[config.mk]
export PLATFORM = sky130hd
export DESIGN_NAME = row_scheduler
export DESIGN_NICKNAME = d
export VERILOG_FILES = /design/src/rtl/pixel_pkg.sv /design/src/rtl/gsclk_gen.sv /design/src/rtl/row_scheduler.sv
export SDC_FILE = /design/constraint.sdc
export NUM_CORES = 1
export LEC_CHECK = 0
export ABC_CLOCK_PERIOD_IN_PS = 2100
export CORE_MARGIN = 2
export CORE_UTILIZATION = 46
export DETAILED_ROUTE_END_ITERATION = 16
export DONT_BUFFER_PORTS = 1
export GPL_TIMING_DRIVEN = 0
export HOLD_SLACK_MARGIN = 0.06
export SYNTH_ARGS = -nofsm -noshare
export SYNTH_HDL_FRONTEND = slang
export SYNTH_HIERARCHICAL = 1
export SYNTH_SLANG_ARGS = --single-unit
[constraint.sdc]
create_clock -name clock -period 2.1 [get_ports clock]
set_input_delay 0.315 -clock clock [delete_from_list [all_inputs] [get_ports clock]]
set_output_delay 0.315 -clock clock [all_outputs]
set_load 0.01 [all_outputs]
[src/rtl/pixel_pkg.sv]
// Shared constants and scan-state encoding for the TLC5941 row-multiplexed LED driver.
package pixel_pkg;

  localparam int GSCLK_DIV = 8;
  localparam int GS_BITS   = 576;
  localparam int DC_BITS   = 288;

  typedef enum logic [2:0] {
    ST_IDLE,
    ST_DC_SHIFT,
    ST_DC_LATCH,
    ST_PREFILL,
    ST_SWAP,
    ST_DISPLAY,
    ST_STALL,
    ST_DRAIN
  } sched_state_t;

endpackage

[src/rtl/gsclk_gen.sv]
// Free-running divider: led_gsclk is the divider MSB, gs_strobe marks each divider wrap.
module gsclk_gen
  import pixel_pkg::*;
(
  input  logic clock,
  input  logic reset_n,
  output logic led_gsclk,
  output logic gs_strobe
);

  localparam int DW = $clog2(GSCLK_DIV);

  logic [DW-1:0] div_count;

  always_ff @(posedge clock or negedge reset_n) begin
    if (!reset_n) div_count <= '0;
    else          div_count <= div_count + DW'(1);
  end

  assign led_gsclk = div_count[DW-1];
  assign gs_strobe = (div_count == '0);

endmodule

[src/rtl/row_scheduler.sv]
// Row scan sequencer: overlaps the shift of the next row's grayscale data with the display
// of the current row, and performs dot-correction loads at row boundaries.
module row_scheduler
  import pixel_pkg::*;
#(
  parameter int ROWS      = 8,
  parameter int GS_PERIOD = 4096
) (
  input  logic                    clock,
  input  logic                    reset_n,
  input  logic                    enable,
  input  logic                    dc_reload,
  input  logic                    shift_done,
  output logic                    shift_start,
  output logic [$clog2(ROWS)-1:0] shift_row,
  output logic                    led_mode,
  output logic                    led_xlat,
  output logic                    led_blank,
  output logic                    led_gsclk,
  output logic [ROWS-1:0]         row_sel,
  output logic                    frame_start,
  output logic                    overrun
);

  localparam int RW = $clog2(ROWS);
  localparam int GW = $clog2(GS_PERIOD);
  localparam logic [GW-1:0] GS_LAST = GW'(GS_PERIOD - 1);

  sched_state_t  state;
  logic [RW-1:0] load_row;
  logic [GW-1:0] gs_count;
  logic          pending;
  logic          ready;
  logic          outstanding;
  logic          gs_strobe;
  logic          done_valid;

  gsclk_gen u_gsclk_gen (
    .clock     (clock),
    .reset_n   (reset_n),
    .led_gsclk (led_gsclk),
    .gs_strobe (gs_strobe)
  );

  // A done pulse only counts when a load is actually in flight.
  assign done_valid = shift_done && outstanding;

  always_ff @(posedge clock or negedge reset_n) begin
    if (!reset_n) begin
      state       <= ST_IDLE;
      load_row    <= '0;
      row_sel     <= '0;
      gs_count    <= '0;
      pending     <= 1'b0;
      ready       <= 1'b0;
      outstanding <= 1'b0;
      shift_start <= 1'b0;
      frame_start <= 1'b0;
      overrun     <= 1'b0;
    end else begin
      shift_start <= 1'b0;
      frame_start <= 1'b0;
      if (dc_reload) pending <= 1'b1;
      if (done_valid) outstanding <= 1'b0;

      case (state)
        ST_IDLE: begin
          if (enable) begin
            state       <= ST_DC_SHIFT;
            shift_start <= 1'b1;
            outstanding <= 1'b1;
            pending     <= 1'b0;
          end
        end
        ST_DC_SHIFT: begin
          if (done_valid) state <= ST_DC_LATCH;
        end
        ST_DC_LATCH: begin
          load_row    <= '0;
          state       <= ST_PREFILL;
          shift_start <= 1'b1;
          outstanding <= 1'b1;
        end
        ST_PREFILL: begin
          if (done_valid) state <= ST_SWAP;
        end
        ST_SWAP: begin
          row_sel     <= ROWS'(1) << load_row;
          load_row    <= load_row + RW'(1);
          gs_count    <= '0;
          shift_start <= 1'b1;
          outstanding <= 1'b1;
          ready       <= 1'b0;
          frame_start <= (load_row == '0);
          state       <= ST_DISPLAY;
        end
        ST_DISPLAY: begin
          if (done_valid) ready <= 1'b1;
          // Row boundary: a done arriving on the final strobe still counts as ready.
          if (gs_strobe) begin
            if (gs_count == GS_LAST) begin
              gs_count <= '0;
              if (!enable || pending) begin
                state   <= ST_DRAIN;
                row_sel <= '0;
              end else if (ready || done_valid) begin
                state <= ST_SWAP;
              end else begin
                state   <= ST_STALL;
                overrun <= 1'b1;
              end
            end else begin
              gs_count <= gs_count + GW'(1);
            end
          end
        end
        ST_STALL: begin
          if (done_valid) state <= ST_SWAP;
        end
        ST_DRAIN: begin
          if (!outstanding || done_valid) begin
            if (pending && enable) begin
              state       <= ST_DC_SHIFT;
              shift_start <= 1'b1;
              outstanding <= 1'b1;
              pending     <= 1'b0;
            end else begin
              state <= ST_IDLE;
            end
          end
        end
        default: state <= ST_IDLE;
      endcase
    end
  end

  // The latch pulse in DC_LATCH still sees mode high, so the chain captures dot-correction data.
  assign led_xlat  = (state == ST_DC_LATCH) || (state == ST_SWAP);
  assign led_blank = (state != ST_DISPLAY);
  assign led_mode  = (state == ST_IDLE) || (state == ST_DC_SHIFT) || (state == ST_DC_LATCH);
  assign shift_row = load_row;

endmodule
After elaboration in Yosys (flattened, before gate mapping)
Cells that the tools add are included.
- flip-flop bits (word level): 35
- latch bits: 0
- bits in writable memories: 0
- ROM bits: 0
- input port bits: 5
- output and inout bits: 18
- memories: 0
- $add $sub $neg: 3
- multiply operators: 0
- div/mod/pow operators: 0
- order comparisons: 0
- equality and inequality tests: 17
- shift operators: 1
- muxes and demuxes: 35
- bitwise logic cells: 2
- reduce and logical (&&, ||, !) cells: 22
- operator list (operator ; number):
    $mux W12 ; 2
    $mux W8 ; 3
    $pmux W12 S2 ; 1
    $pmux W3 S7 ; 1
    $mux W3 ; 6
    $pmux W8 S2 ; 1
    $mux W1 ; 14
    $ne A2 B2 Y1 const B ; 7
    $add A12 B1 Y12 const B ; 1
    $eq A12 B12 Y1 const B ; 1
    $eq A3 B3 Y1 const B ; 4
    $logic_not A3 Y1 ; 3
    $shl A1 B3 Y8 const A ; 1
    $add A3 B1 Y3 const B ; 2
    $eq A3 B2 Y1 const B ; 2
    $logic_or A1 B1 Y1 ; 6
    $pmux W1 S3 ; 2
    $pmux W3 S2 ; 1
    $reduce_and A6 Y1 ; 1
    $reduce_and A5 Y1 ; 1
    $mux W2 ; 2
    $pmux W1 S2 ; 2
    $reduce_and A2 Y1 ; 2
    $reduce_and A4 Y1 ; 1
    other kinds (8) ; 13

Longest topological paths before layout
- depth after elaboration: 7
- depth in mapped cells: 8

Hierarchy
Netlist, hierarchy kept.
- modules (own cells, without submodules) (module ; instances ; cells each ; area an instance (µm²) ; seq. area each (µm²)):
    row_scheduler ; 1 ; 166 ; 1672.9 ; 800.8
    gsclk_gen ; 1 ; 9 ; 122.6 ; 75.1

Worst setup path before layout
OpenSTA, ideal clock, no wires.
- path kind: flip-flop to flip-flop
- start point: reg u_gsclk_gen.div_count[0]
- end point: reg state[0]
- arrival time: 1617 ps
- required time: 1965 ps
- slack: 348 ps
- cell stages (with the launch flop): 9
- period minus slack after synthesis: 1752 ps
- path through: dfrtp_1 > inv_1 > ha_1 > nor2b_1 > inv_1 > nor4_4 > o32ai_4 > o32ai_1 > a211oi_1
- longest elaborated chain between the ends: 3
- RTL lines (item ; line ; source):
    from (decl) ; gsclk_gen.sv:13 ; logic [DW-1:0] div_count;
    from (signal assigned) ; gsclk_gen.sv:17 ; else div_count <= div_count + DW'(1);
    $logic_not A3 Y1 ; gsclk_gen.sv:21 ; assign gs_strobe = (div_count == '0);
    named net gs_strobe ; row_scheduler.sv:35 ; logic gs_strobe;
    $ne A2 B2 Y1 (no line) ; n/a ;
    $reduce_and A6 Y1 (no line) ; n/a ;
    to (signal assigned) ; row_scheduler.sv:50 ; state <= ST_IDLE;
    to (signal assigned) ; row_scheduler.sv:69 ; state <= ST_DC_SHIFT;
    to (signal assigned) ; row_scheduler.sv:76 ; if (done_valid) state <= ST_DC_LATCH;
    to (decl) ; row_scheduler.sv:29 ; sched_state_t state;
The timed path passes the listed nets, and every way through them passes these cells.
A chain may end at the register's enable or synchronous reset.

Worst setup path in the final report
Ends and elaborated chain as after synthesis.

==> results.yml <==
synthesis:
  synth_top_area_cell: "dfrtp_1"
  syn_area_mm2: 0.00180
  synth_top_area_share_pct: 48.8
  ys_seq_area_share_pct: 48.8
  synthTopCellsByArea: "dfrtp_1, ha_1, xor2_1, nand2_1, o21ai_0"
  ys_ff_latch: 35
  synth.avg_cell_area_um2: 10.3
  yosys_warnings: 6
  synth_fp_nets: 189
  synth_cell_types: 38
  synthesis.instances: 175
finish:
  regArea_um2: 876
  num_antenna_cells: 0
  drive_above_1_share_pct: 10.8
  multi_input_area_um2: 866
  fin_util_pct: 53.0
  fillers: 344
  area_delta_synth_final_pct: 9.69
  fin_nets: 198
global_route:
  grt_pass1_wl_mm: 6.40
  grt_use_total_pct: 19.1
  antenna_found_initial: 0
  grt_pass1_vias: 1406
  grt_max_degree: 36
  grt-ovfl-total: 0
setup_path:
  cp-end-kind: "flop"
  r2r-end: "state[0]$_DFFE_PN0P_"
  rrSetupSlack_ns: 0.20
  worst_r2r_startpoint: "u_gsclk_gen/div_count[0]$_DFF_PN0_"
  startpoint_type: "flop"
  crit_fanout: 5
  worstPathArrival_ns: 2.06
  timing_worst_setup_path_type: "flop to flop"
  required_ns: 2.26
  r2r_cells: 8
floorplanning:
  rows: 22
  die_w_um: 66.5
  fp.coreArea_mm2: 0.00372
  start_util_pct: 48.3
  die_h_um: 66.5
  io_pins: 23
  dieArea_mm2: 0.00442
timing:
  maxSlewViolCount: 0
  fin_tns_setup_ns: 0
  fin_crit_ns: 1.90
  rsz0062_at_grt: "no"
  max_freq_mhz: 527
  worst_slew_pin_slew_ns: 0.548
  hold_violations: 0
  fin_crit_sh_pct: 90.4
  slew_headroom_pct: 63.3
  setup_violations: 0
  fin_skew_ns: 0.00791
route:
  drc: 0
  drtIter0Drc: 124
  drtPass1Iterations: 4
  vias: 1338
  wl_mm: 3.60
  ant_nets: 0
  routedWlPerCell_um: 15.5
  vias_per_cell: 5.74
cts:
  cts_tree: "done"
  clk_path_buf_depth: 2
  clk_pin_slew_ns: 0.07
  cts_buffers: 5
  h-tree-depth: 2
  clk_latency_ns: 0.29
  ctsResizeCount: 0
  cts_sinks: 35
  cts_root_buf: "clkbuf_8"
  post_cts_buffers: 0
placed_design:
  finalWeightedCongestion: 0.799
  post-dp-hpwl_mm: 2.57
  portBuffers: 0
pwr:
  p_int_mw: 1.37
  sw_frac_of_total_pct: 41.3
  switching_power_mw: 0.969
  power_leakage_nw: 0.924
  powerDensity_mw_per_mm2: 1190
  power_frac_clock_pct: 19.7
  seqPwrFrac_pct: 43.3
  power_frac_comb_pct: 37.0
  ir_drop_mv: 0.513
  power_mw: 2.34
outcome:
  outcome: "completed"
hold_path:
  hp-start: "enable"
  min_to: "pending$_DFF_PN0_"
  min_path_cells: 1
  hold_path.class: "input pin to flop"
run:
  drv_cap: 0
-- power by group through the flow --
stage                     clock network, mW  registers (mW)  logic [mW]
after floorplan                           0           0.984       0.689
after global placement                    0            1.02       0.820
after detailed placement                  0            1.03       0.841
after CTS                             0.482            1.01       0.869
after global routing                  0.517            1.04       0.988
final                                 0.463            1.01       0.866
-- worst max-delay path, stage by stage (launching register included) --
cell and delay (ns):
dfrtp_1 0.39, inv_1 0.08, ha_1 0.14, nor2b_1 0.20, inv_1 0.15, nor4_4 0.27
o32ai_4 0.18, o32ai_1 0.29, a211oi_1 0.08
-- cells in the final DEF, fill, tap and decap left out, types with 5 or more instances in the layout --
cell	instances
dfrtp_1	35
nand2_1	19
nor2_1	17
o21ai_0	13
inv_1	10
xor2_1	10
ha_1	9
nand3_1	6
nand4_1	6
a21oi_1	5
a22o_1	5
clkbuf_8	5
-- per-layer routing --
layer / share of wire [%] / up-vias / global-route usage [%]
met4: 1.6 / 0 / 8.42
met2: 48 / 50 / 31.4
met5: 0 / - / 0
met3: 6.2 / 5 / 5.74
li1: - / 631 / -
met1: 44 / 652 / 23.2
-- sequential cells by signal, indices dropped and copies added (netlist names) --
name / cells
pending: 1
frame_start: 1
row_sel: 8
outstanding: 1
u_gsclk_gen/div_count: 3
state: 3
gs_count: 12
overrun: 1
shift_start: 1
ready: 1
shift_row: 3
-- stage by stage --
stage / std cells / hold WS [ns] / setup WS, ns / cell area (µm²)
after floorplan: 175 / 0.0194 / 0.348 / 1800
after CTS: 233 / 0.102 / 0.0475 / 1970
after detailed placement: 223 / 0.0202 / 0.0650 / 1860
after global routing: 233 / 0.112 / 0.0325 / 1970
after global placement: 223 / 0.0201 / 0.121 / 1860
final: 233 / 0.115 / 0.202 / 1970
-- final cells by class --
class | instances | share of cell area [%]
clock inverter | 3 | 0.762
sequential | 35 | 44.5
timing repair buffer | 2 | 1.52
multi-input combinational | 127 | 44.0
inverter | 10 | 1.91
tap | 48 | 3.05
clock buffer | 5 | 3.49
buffer | 3 | 0.826
-- cell families after synthesis --
logic type / share of synthesized area [%]
AO/OA/AOI/OAI: 17.9
AND/OR/NAND/NOR: 18.7
flip-flops: 48.8
adder cells (fa/ha/maj): 6.27
XOR/XNOR: 5.37
buffers and inverters: 3.00
-- cell usage after synthesis --
library cell / count
o221ai_2: 1
a22o_1: 5
nand4_1: 6
nand2b_1: 4
a21o_1: 1
buf_4: 1
o32ai_4: 1
nor4_4: 1
nand2_1: 19
o22ai_1: 2
and2_1: 2
nor2_1: 17
a21oi_1: 5
o32ai_1: 1
a211oi_2: 1
xnor2_1: 1
nor2_2: 2
inv_1: 10
a32o_1: 4
ha_1: 9
dfrtp_1: 35
o21bai_1: 1
o31ai_1: 1
a31oi_4: 1
a211oi_1: 1
o21ai_1: 1
and3_1: 3
and2b_2: 1
o21ai_0: 13
nand3_1: 6
xor2_1: 10
nor2b_1: 3
nand2_2: 1
o211ai_1: 1
clkbuf_1: 1
and4_1: 1
o21a_1: 1
buf_2: 1
-- how the worst max path moves through the flow --
| stage | endpoint | slack [ns] | cells past startpoint | startpoint |
|---|---|---|---|---|
| floorplan | state[0]$_DFFE_PN0P_ | 0.35 | 8 | u_gsclk_gen/div_count[0]$_DFF_PN0_ |
| global placement | row_sel[4]$_DFFE_PN0P_ | 0.12 | 7 | u_gsclk_gen/div_count[0]$_DFF_PN0_ |
| detailed placement | row_sel[5]$_DFFE_PN0P_ | 0.06 | 7 | u_gsclk_gen/div_count[0]$_DFF_PN0_ |
| CTS | state[0]$_DFFE_PN0P_ | 0.05 | 8 | u_gsclk_gen/div_count[0]$_DFF_PN0_ |
| global route | gs_count[11]$_DFFE_PN0P_ | 0.03 | 8 | u_gsclk_gen/div_count[0]$_DFF_PN0_ |
| finish | state[0]$_DFFE_PN0P_ | 0.20 | 8 | u_gsclk_gen/div_count[0]$_DFF_PN0_ |
-- repair_timing --
| item | 4_1_cts | 5_1_grt |
|---|---|---|
| setup endpoints to repair | 0 | 10 |
| hold buffers | 2 | 0 |
| hold endpoints to repair | 35 | 0 |
Power figures use the tool's default switching activity.
